[config.mk]
export PLATFORM = sky130hd
export DESIGN_NAME = cache_fill_ctrl
export DESIGN_NICKNAME = d
export VERILOG_FILES = /design/src/rtl/cache_fill_ctrl.sv
export SDC_FILE = /design/constraint.sdc
export NUM_CORES = 1
export LEC_CHECK = 0
export BUFFER_PORTS_ARGS = -buffer_cell sky130_fd_sc_hd__buf_2
export CAP_MARGIN = 10
export CELL_PAD_IN_SITES_DETAIL_PLACEMENT = 0
export CELL_PAD_IN_SITES_GLOBAL_PLACEMENT = 1
export CORE_AREA = 2 2 69 97
export CTS_CLUSTER_SIZE = 24
export DETAILED_ROUTE_END_ITERATION = 7
export DIE_AREA = 0 0 71 99
export PLACE_DENSITY_LB_ADDON = 0.15
export REMOVE_ABC_BUFFERS = 1
export SYNTH_ARGS = -nofsm -noshare
export SYNTH_HDL_FRONTEND = slang
export SYNTH_SLANG_ARGS = --single-unit
[constraint.sdc]
create_clock -name clk -period 2.4 [get_ports clk]
set_input_delay 0.12 -clock clk [delete_from_list [all_inputs] [get_ports clk]]
set_output_delay 0.12 -clock clk [all_outputs]
set_load 0.03 [all_outputs]
[src/rtl/cache_fill_ctrl.sv]
// Cache-line fill controller: per-word reads with a bounded number of outstanding requests.
// Define CRITICAL_WORD_FIRST_EN to start each fill at the missed word and wrap around the line.
module cache_fill_ctrl #(
  parameter int ADDR_W          = 16,
  parameter int WORD_BYTES      = 2,
  parameter int WORDS_PER_LINE  = 8,
  parameter int MAX_OUTSTANDING = 4
) (
  input  logic                              clk,
  input  logic                              rst,
  input  logic                              miss_detected,
  input  logic [ADDR_W-1:0]                 miss_address,
  input  logic                              mem_ready,
  input  logic                              memory_data_valid,
  output logic                              fsm_busy,
  output logic                              mem_req,
  output logic [ADDR_W-1:0]                 memory_address,
  output logic                              write_data_array,
  output logic [$clog2(WORDS_PER_LINE)-1:0] data_word_sel,
  output logic                              write_tag_array,
  output logic                              fill_done
);

  localparam int SEL_W = $clog2(WORDS_PER_LINE);
  localparam int CNT_W = SEL_W + 1;
  localparam int WB_SH = $clog2(WORD_BYTES);
  localparam int OFF_W = $clog2(WORD_BYTES * WORDS_PER_LINE);
  localparam logic [CNT_W-1:0] LINE_WORDS = CNT_W'(WORDS_PER_LINE);
  localparam logic [CNT_W-1:0] MAX_OUT    = CNT_W'(MAX_OUTSTANDING);
  localparam logic [CNT_W-1:0] LAST_RSP   = CNT_W'(WORDS_PER_LINE - 1);
  localparam logic [CNT_W-1:0] CNT_ONE    = CNT_W'(1);

  // state  | meaning
  // S_IDLE | waiting for a miss
  // S_FILL | issuing requests and writing returned words
  // S_DONE | one-cycle fill_done pulse
  typedef enum logic [1:0] {
    S_IDLE = 2'd0,
    S_FILL = 2'd1,
    S_DONE = 2'd2
  } state_t;

  state_t             r_state;
  logic [ADDR_W-1:0]  r_base;
  logic [ADDR_W-1:0]  r_last_addr;
  logic [CNT_W-1:0]   r_req_cnt;
  logic [CNT_W-1:0]   r_rsp_cnt;
  logic [SEL_W-1:0]   r_crit;
  logic               r_busy;
  logic               r_done;

  logic [CNT_W-1:0]   w_outstanding;
  logic               w_req;
  logic               w_accept;
  logic               w_rsp;
  logic               w_last_rsp;
  logic [SEL_W-1:0]   w_req_idx;
  logic [SEL_W-1:0]   w_rsp_idx;
  logic [ADDR_W-1:0]  w_req_addr;
  logic [ADDR_W-1:0]  w_base_next;
  logic               w_unused_offset;

  assign w_outstanding = r_req_cnt - r_rsp_cnt;
  assign w_req         = (r_state == S_FILL) && (r_req_cnt < LINE_WORDS) && (w_outstanding < MAX_OUT);
  assign w_accept      = w_req && mem_ready;
  assign w_rsp         = (r_state == S_FILL) && memory_data_valid && (w_outstanding != '0);
  assign w_last_rsp    = (r_rsp_cnt == LAST_RSP);

  // Index arithmetic is SEL_W wide so the rotated order wraps inside the line.
  assign w_req_idx     = r_crit + r_req_cnt[SEL_W-1:0];
  assign w_rsp_idx     = r_crit + r_rsp_cnt[SEL_W-1:0];
  assign w_req_addr    = r_base + (ADDR_W'(w_req_idx) << WB_SH);
  assign w_base_next   = {miss_address[ADDR_W-1:OFF_W], {OFF_W{1'b0}}};
  assign w_unused_offset = ^miss_address[OFF_W-1:0];

  assign fsm_busy         = r_busy;
  assign fill_done        = r_done;
  assign mem_req          = w_req;
  assign memory_address   = w_req ? w_req_addr : r_last_addr;
  assign write_data_array = w_rsp;
  assign data_word_sel    = w_rsp_idx;
  assign write_tag_array  = w_rsp && w_last_rsp;

  always_ff @(posedge clk) begin
    if (rst) begin
      r_state     <= S_IDLE;
      r_base      <= '0;
      r_last_addr <= '0;
      r_req_cnt   <= '0;
      r_rsp_cnt   <= '0;
      r_crit      <= '0;
      r_busy      <= 1'b0;
      r_done      <= 1'b0;
    end else begin
      case (r_state)
        S_IDLE: begin
          if (miss_detected) begin
            r_state   <= S_FILL;
            r_base    <= w_base_next;
            r_req_cnt <= '0;
            r_rsp_cnt <= '0;
            r_busy    <= 1'b1;
`ifdef CRITICAL_WORD_FIRST_EN
            r_crit    <= miss_address[OFF_W-1:WB_SH];
`else
            r_crit    <= '0;
`endif
          end
        end
        S_FILL: begin
          if (w_accept) begin
            r_req_cnt   <= r_req_cnt + CNT_ONE;
            r_last_addr <= w_req_addr;
          end
          if (w_rsp) begin
            r_rsp_cnt <= r_rsp_cnt + CNT_ONE;
            if (w_last_rsp) begin
              r_state <= S_DONE;
              r_done  <= 1'b1;
            end
          end
        end
        S_DONE: begin
          r_state <= S_IDLE;
          r_busy  <= 1'b0;
          r_done  <= 1'b0;
        end
        default: begin
          r_state <= S_IDLE;
          r_busy  <= 1'b0;
          r_done  <= 1'b0;
        end
      endcase
    end
  end

endmodule
==> results of run 1 <==
kinds of logic (layout without fill, tap and decap cells):
logic type | after synthesis | count (layout)
simple gates | 80 | 80
other cells | 1 | 1
xor+xnor | 2 | 2
fa+ha+maj | 6 | 6
compound gates | 34 | 34
mux | 31 | 31
flops | 39 | 39
buf+inv | 24 | 75
registers in the layout (all words and copies together) (netlist names):
register and cells:
r_last_addr 15, r_base 12, r_req_cnt 4, r_rsp_cnt 4, r_state 2, fill_done 1
fsm_busy 1
cell usage in the layout, fill, tap and decap left out, types with 2 or more instances in the layout:
cell type	count
dfxtp_1	34
nand2_1	30
buf_2	24
nor2_1	19
a21oi_1	19
buf_4	18
buf_6	16
mux2_4	15
mux2i_1	15
nand3_1	10
clkbuf_8	6
dfxtp_2	5
inv_2	4
nor3_1	4
nand2b_1	3
o21ai_0	3
inv_1	3
ha_1	3
nand3b_1	2
ha_4	2
buf_12	2
stage by stage:
stage               utilization, %    TNS, ns  std cells
finish                       42.80     -1.331        340
global route                 42.80     -2.451        340
CTS                          42.37     -1.457        338
detailed placement           37.42  -0.002206        328
global placement             37.42          0        328
floorplan                        -     -8.152        200
critical path: stages (launching register included):
cell     delay, ns
dfxtp_2       0.33
inv_2         0.07
ha_4          0.13
inv_2         0.03
fa_2          0.35
xor2_2        0.17
nor3_1        0.14
and3_4        0.27
buf_6         0.15
mux2_4        0.31
buf_6         0.14
per-layer routing:
| layer | global-route usage, % | vias up |
|---|---|---|
| met5 | 0 | - |
| met4 | 5.225 | 0 |
| met3 | 3.374 | 6 |
| met2 | 24.66 | 36 |
| met1 | 18.38 | 753 |
| li1 | - | 838 |
worst min path at each step:
stage	slack (ns)	cells past startpoint	startpoint	to
floorplan	0.19	1	rst	fill_done
global placement	0.36	3	miss_address[15]	r_base[15]
detailed placement	0.37	3	miss_address[7]	r_base[7]
CTS	0.05	3	miss_address[7]	r_base[7]
global route	0.06	3	miss_address[8]	r_base[8]
finish	0.06	3	miss_address[7]	r_base[7]
what timing repair did:
action / in CTS / in global routing
endpoints found under the setup margin: 18 / 17
buffers inserted: 2 / 2
resized for setup: 52 / 5
gates cloned: 1 / 0
pin swaps: 4 / 1
power by group through the flow:
stage	Combinational (mW)	Clock (mW)	Sequential, mW
floorplan	0.129	0	0.698
global placement	0.226	0	0.696
detailed placement	0.225	0	0.696
CTS	0.261	0.471	0.682
global route	0.290	0.502	0.685
finish	0.265	0.453	0.682
area by class of cell:
cell class	instances	area [sq um]	share of cell area, %
Multi-Input combinational cell	154	1146	43.41
Sequential cell	39	787.0	29.81
Timing Repair Buffer	61	503.0	19.05
Tap cell	72	90.09	3.412
Clock buffer	6	82.58	3.128
Inverter	7	26.28	0.9953
Clock inverter	1	5.005	0.1896
==> metrics.md, run 1 <==
| Metric | Value |
|---|---|
| Status | finished, violations left |
| Violated checks | setup timing |
| P_sw | 380.8 uW |
| Final Critical Period | 2.503 ns |
| Setup violators final | 16 |
| Vias per inst | about 4.8 |
| GP Congestion | 0.7630 |
| DIE HEIGHT | 99 microns |
| Rows | 34 |
| Cells on worst reg2reg path | 9 |
| First-pass GRT wire length | 8162 microns |
| Clock power frac | 32.3% |
| Worst IR drop on VDD | 0.2639 mV |
| Met2 wire len | roughly 2400 microns |
| Antenna violations before repair | 0 |
| RSZ-0062 raised after global routing | yes |
| Number of antenna repair diodes | 0 |
| CTS H-tree lvls | 2 |
| Logic gate share of total power | 19.0% |
| FF+latch count, synth | 39 |
| CTS Buf Count | 5 |
| Post-synth top area share | 39.27% |
| Final Total Pwr | 1.400 mW |
| Main flop type after synthesis | dfxtp_1 |
| R2R Path End | r_rsp_cnt[3] |
| CP Max Fanout | 5 |
| Remaining DRCs | 0 |
| Skew final | 0.003776 ns |
| Starting Density | 32.23% |
| Final slew viol count | 0 |
| EDFF count, synth | 0 |
| Internal power | 1.019 mW |
| Post-layout nets | 295 |
| Met1 wire length | 2103 microns |
| Sw Ratio | a little over a quarter |
| Clock root buffer master | clkbuf_8 |
| Post-DP Area | 0.002308 sq mm |
| Post-synthesis mux area share | 18.31% |
| Post-Synth XOR/XNOR Area | 0.8811% |
| Filler cells | 627 |
| Sequential share of the synthesized area | between 30 and 40% |
| Worst Path Arrival | roughly 2.4 ns |
| Largest cells by area after synthesis | dfxtp_1 (39%), mux2i_1 (7.6%), mux2_4 (6.8%) |
| Startpoint types | flop |
| Starting DRT DRC Count | 52 |
| Layout area overhead | 32.79% |
| Reg power frac | 48.7% |
| Most frequent cell after synthesis | dfxtp_1 |
| Pre-antenna DRT Iters | 4 |
| Pleak | 1.121 nW |
| Post-DP HPWL | about 3200 microns |
| Boundary Pins | 45 |
| Buffers on Ports | 39 |
| Number of routed nets with antenna violations | 0 |
| FF-to-FF setup slack | 0.17 ns |
| Synthesized area per cell | 9.162 sq um |
| FMAX | 399.5 MHz |
| Synth Area in Simple Gates | around a fifth |
| Worst Hold Class | in -> reg |
| Pwr/cell area | 530.3 mW/mm^2 |
| Routed wire length | 4773 microns |
| Worst Setup End Kind | output pin |
| Die W | a little over 70 microns |
| Critical Path RT | 2.28 ns |
| Share of layout cells above drive strength 1 | 39.93% |
| Asr flop ratio synth | 0% |
| Worst Setup Path Type | reg -> out |
| RR Startpoint | r_rsp_cnt[1] |
| Post-Syn Area | 0.001988 sq mm |
| Global route total overflow | 0 |
| Number of max-cap violations | 0 |
| DP Worst Slack | -0.002206 ns |
| CTS tree | yes |
| Main combinational cell family by area after synthesis | simple AND/OR/NAND/NOR gates |
| Synth cell count leaders | dfxtp_1 (39), nand2_1 (30), a21oi_1 (19), nor2_1 (19), mux2i_1 (15) |
| Final instance area | 0.002640 sq mm |
| Die area | 0.007029 sq mm |
| Final Cycle Share | 104.3% |
| Worst skew pair latency | 0.29 ns |
| Core footprint | 0.006168 sq mm |
| CTS clk-pin slew, worst paths | around 0.08 ns |
| Final Hold Violating Endpoints | 0 |
| Dominant cell type by area after synthesis | dfxtp_1 |
| Synth Area in Compound Gates | 10.82% |
| Adder-cell share of the synthesized area | 4.154% |
| GR Util All Layers | 14.72% |
| CTS Hold Bufs | 0 |
| Max Root-Sink Buffers | 2 |
| Worst hold slack | around 0.062 ns |
| Vias in the first global route | 1,665 |
| CP Capture Point | memory_address[9] |
| YS warnings | 0 |
| Mapped Cells | roughly 220 |
| Clk sink count | 39 |
| Metal3 WL | 203 microns |
| Worst Slack Setup Final | -0.1030 ns |
| CP Launch Point | r_req_cnt[0] |
| Largest net degree at the start of global routing | 38 |
| Total number of vias | around 1.6k |
| Netlist cell types | 44 |
| Top Metal Used | met4 |
| WL/cell | ~14 microns |
(Power assumes the default switching activity.)
==> run 2: changes to the inputs <==
--- a/config.mk
+++ b/config.mk
@@ -14,6 +14,7 @@
 export DETAILED_ROUTE_END_ITERATION = 7
 export DIE_AREA = 0 0 71 99
 export PLACE_DENSITY_LB_ADDON = 0.15
+export RECOVER_POWER = 25
 export REMOVE_ABC_BUFFERS = 1
 export SYNTH_ARGS = -nofsm -noshare
 export SYNTH_HDL_FRONTEND = slang
==> run 2 against run 1 <==
Effect of this change: the run still ends with setup timing left; highest routed layer unchanged; fmax is essentially flat; critical path depth is the same; sequential share of layout area grew 0.16 points; global-route usage is the same.
==> metrics.md, run 2 (synthesis results as in run 1) <==
| Metric | Value |
|---|---|
| Status | finished, violations left |
| Violated checks | setup timing |
| Total number of vias | 1,634 (+0.061%) |
| Skew final | 0.004315 ns (+0.0005383 ns) |
| Routed wire length | 4807 microns (+0.71%) |
| Worst skew pair latency | 0.29 ns (about the same) |
| Vias in the first global route | 1,665 (unchanged) |
| Remaining DRCs | 0 (unchanged) |
| Core footprint | 0.006168 sq mm (unchanged) |
| Final std cells w/o fill | 340 (unchanged) |
| DP Worst Slack | -0.002206 ns (unchanged) |
| CP Buf/Inv Count | 4 (unchanged) |
| Pre-antenna DRT Iters | 4 (unchanged) |
| CP delay by family, top | adder cells |
| Min-Delay Startpoint | miss_address[7] |
| WL/cell | 14.14 microns (+0.71%) |
| Grt met2 use | 24.66% (unchanged) |
| First-pass GRT wire length | 8162 microns (unchanged) |
| Tightest Pin Transition | 0.7477 ns |
| Vias per inst | 4.806 (about the same) |
| Largest reg by FF count | r_last_addr |
| CTS Hold Bufs | 0 (unchanged) |
| CTS H-tree lvls | 2 (unchanged) |
| Worst Setup End Kind | output pin |
| CP Max Fanout | 5 (unchanged) |
| Max incr delay on CP | 0.35 ns (about the same) |
| FF-to-FF setup slack | 0.17 ns (about the same) |
| Worst Path Arrival | 2.38 ns (about the same) |
| Die W | 71 microns (unchanged) |
| GP Congestion | 0.7630 (unchanged) |
| Post-layout nets | 295 (unchanged) |
| Clock root buffer master | clkbuf_8 |
| Worst Setup Path Type | reg -> out |
| Number of max-cap violations | 0 (unchanged) |
| Top Usage Layer GRT | met2 |
| Rel. slew slack | 50.16% |
| Reg power frac | 48.9% (+0.2 points) |
| Logic gate share of total power | 18.8% (-0.2 points) |
| Post-DP HPWL | 3243 microns (unchanged) |
| R2R Path End | r_rsp_cnt[3] |
| Worst Hold Class | in -> reg |
| Critical Path RT | 2.28 ns (about the same) |
| Setup violators final | 16 (unchanged) |
| Largest net degree at the start of global routing | 38 (unchanged) |
| GR Layer Usage met1 | 18.38% (unchanged) |
| CTS Buf Count | 5 (unchanged) |
| Final Hold Violating Endpoints | 0 (unchanged) |
| DIE HEIGHT | 99 microns (unchanged) |
| GRT met3 Usage | 3.374% (unchanged) |
| Final slew viol count | 0 (unchanged) |
| Startpoint types | flop |
| Rows | 34 (unchanged) |
| FMAX | 399.7 MHz (about the same) |
| Number of routed nets with antenna violations | 0 (unchanged) |
| P_sw | 379.4 uW (-0.37%) |
| Cells on worst reg2reg path | 9 (unchanged) |
| Post-Place Cells | 328 (unchanged) |
| Largest registers | r_last_addr: 15 flops, r_base: 12 flops |
| Sw Ratio | 27.18% (about the same) |
| Worst Slack Setup Final | -0.1021 ns (+0.0008560 ns) |
| Final Critical Period | 2.502 ns (-0.0008560 ns) |
| Critical-path cell list | inv_2 -> ha_4 -> inv_2 -> fa_2 -> xor2_2 -> nor3_1 -> and3_4 -> buf_6 -> mux2_4 -> buf_6 |
| Global route total overflow | 0 (unchanged) |
| Number of antenna repair diodes | 0 (unchanged) |
| Boundary Pins | 45 (unchanged) |
| Buffers on Ports | 39 (unchanged) |
| Clk sink count | 39 (unchanged) |
| Final Cycle Share | 104.3% (about the same) |
| Pwr/cell area | 531.5 mW/mm^2 (+0.23%) |
| Setup TNS | -1.317 ns (+0.01434 ns) |
| CTS clk-pin slew, worst paths | 0.08 ns (about the same) |
| Starting DRT DRC Count | 44 (-15%) |
| GR Util All Layers | 14.72% (unchanged) |
| Largest register FFs | 15 (unchanged) |
| Starting Density | 32.23% (unchanged) |
| Max Root-Sink Buffers | 2 (unchanged) |
| Worst path slowest cell | fa_2 |
| Die area | 0.007029 sq mm (unchanged) |
| Final core utilization | 42.58% (-0.22 points) |
| RSZ-0062 raised after global routing | yes |
| RR Startpoint | r_rsp_cnt[1] |
| Commonest non-fill, non-tap cell in the layout | dfxtp_1 |
| CTS tree | yes |
| Antenna violations before repair | 0 (unchanged) |
| Layout area overhead | 32.10% |
| Pleak | 1.093 nW (-2.5%) |
| Share of layout cells above drive strength 1 | 37.31% (-2.6 points) |
| Internal power | 1.017 mW (-0.27%) |
| Clock power frac | 32.4% (about the same) |
| Commonest non-fill, non-tap cells in the layout | dfxtp_1 (34), nand2_1 (30), nor2_1 (19), a21oi_1 (19), buf_2 (19) |
| Hold Crit Endpoint | r_base[7] |
| WHS Path Cells | 3 (unchanged) |
| Worst IR drop on VDD | 0.2639 mV (about the same) |
| Final Total Pwr | 1.396 mW (-0.30%) |
## run 2: cell type report
class,count,area (sq um)
multi-input cells,154,1146
well taps,72,90.09
repair buffers,61,489.2
inverters,7,26.28
fillers,626,3542
flip-flops and latches,39,787.0
clock inverters,1,5.005
clock buffers,6,82.58
## run 2: worst reg2reg max path, cell delays in order (launching register included)
cell and delay [ns]:
dfxtp_2 0.34, inv_2 0.05, ha_1 0.29, and3b_4 0.19, buf_4 0.14, o21ai_0 0.30, a21oi_4 0.11, buf_4 0.15
a221o_1 0.31, a31o_2 0.25
## run 2: power by group through the flow
stage	sequential, mW	combinational [mW]	clock [mW]
5_1_grt	0.685	0.287	0.502
4_1_cts	0.682	0.261	0.471
3_3_place_gp	0.696	0.226	0
6_report	0.682	0.262	0.452
3_5_place_dp	0.696	0.225	0
2_1_floorplan	0.698	0.129	0
## run 2: worst max path at each step
| stage | start | to | slack, ns | depth (start not counted) |
|---|---|---|---|---|
| after floorplan | r_rsp_cnt[0] | memory_address[15] | -0.52 | 7 |
| after global placement | r_req_cnt[0] | write_tag_array | 0.04 | 9 |
| after detailed placement | r_req_cnt[0] | write_tag_array | -0.002 | 9 |
| after CTS | r_req_cnt[0] | memory_address[1] | -0.13 | 10 |
| after global routing | r_req_cnt[0] | memory_address[9] | -0.17 | 10 |
| final | r_req_cnt[0] | memory_address[9] | -0.10 | 10 |
## run 2: routing by layer
layer / routed length [microns] / share of wire (%) / up-vias
li1: - / - / 836
met1: 2115 / 44 / 755
met2: 2393 / 50 / 36
met3: 217 / 4.5 / 7
met4: 81 / 1.7 / 0
met5: 0 / 0 / -
## run 2: repair_timing
| action | 4_1_cts | 5_1_grt |
|---|---|---|
| buffers inserted | 2 | 2 |
| gates cloned | 1 | 0 |
| pin swaps | 4 | 1 |
| gates resized for setup | 52 | 5 |
| setup endpoints to repair | 18 | 17 |
## run 2: metrics by stage
| stage | hold slack (ns) | cell area (sq um) |
|---|---|---|
| floorplan | 0.1891 | 1871 |
| global placement | 0.3644 | 2308 |
| detailed placement | 0.3666 | 2308 |
| CTS | 0.05247 | 2614 |
| global route | 0.06064 | 2626 |
| finish | 0.06313 | 2626 |
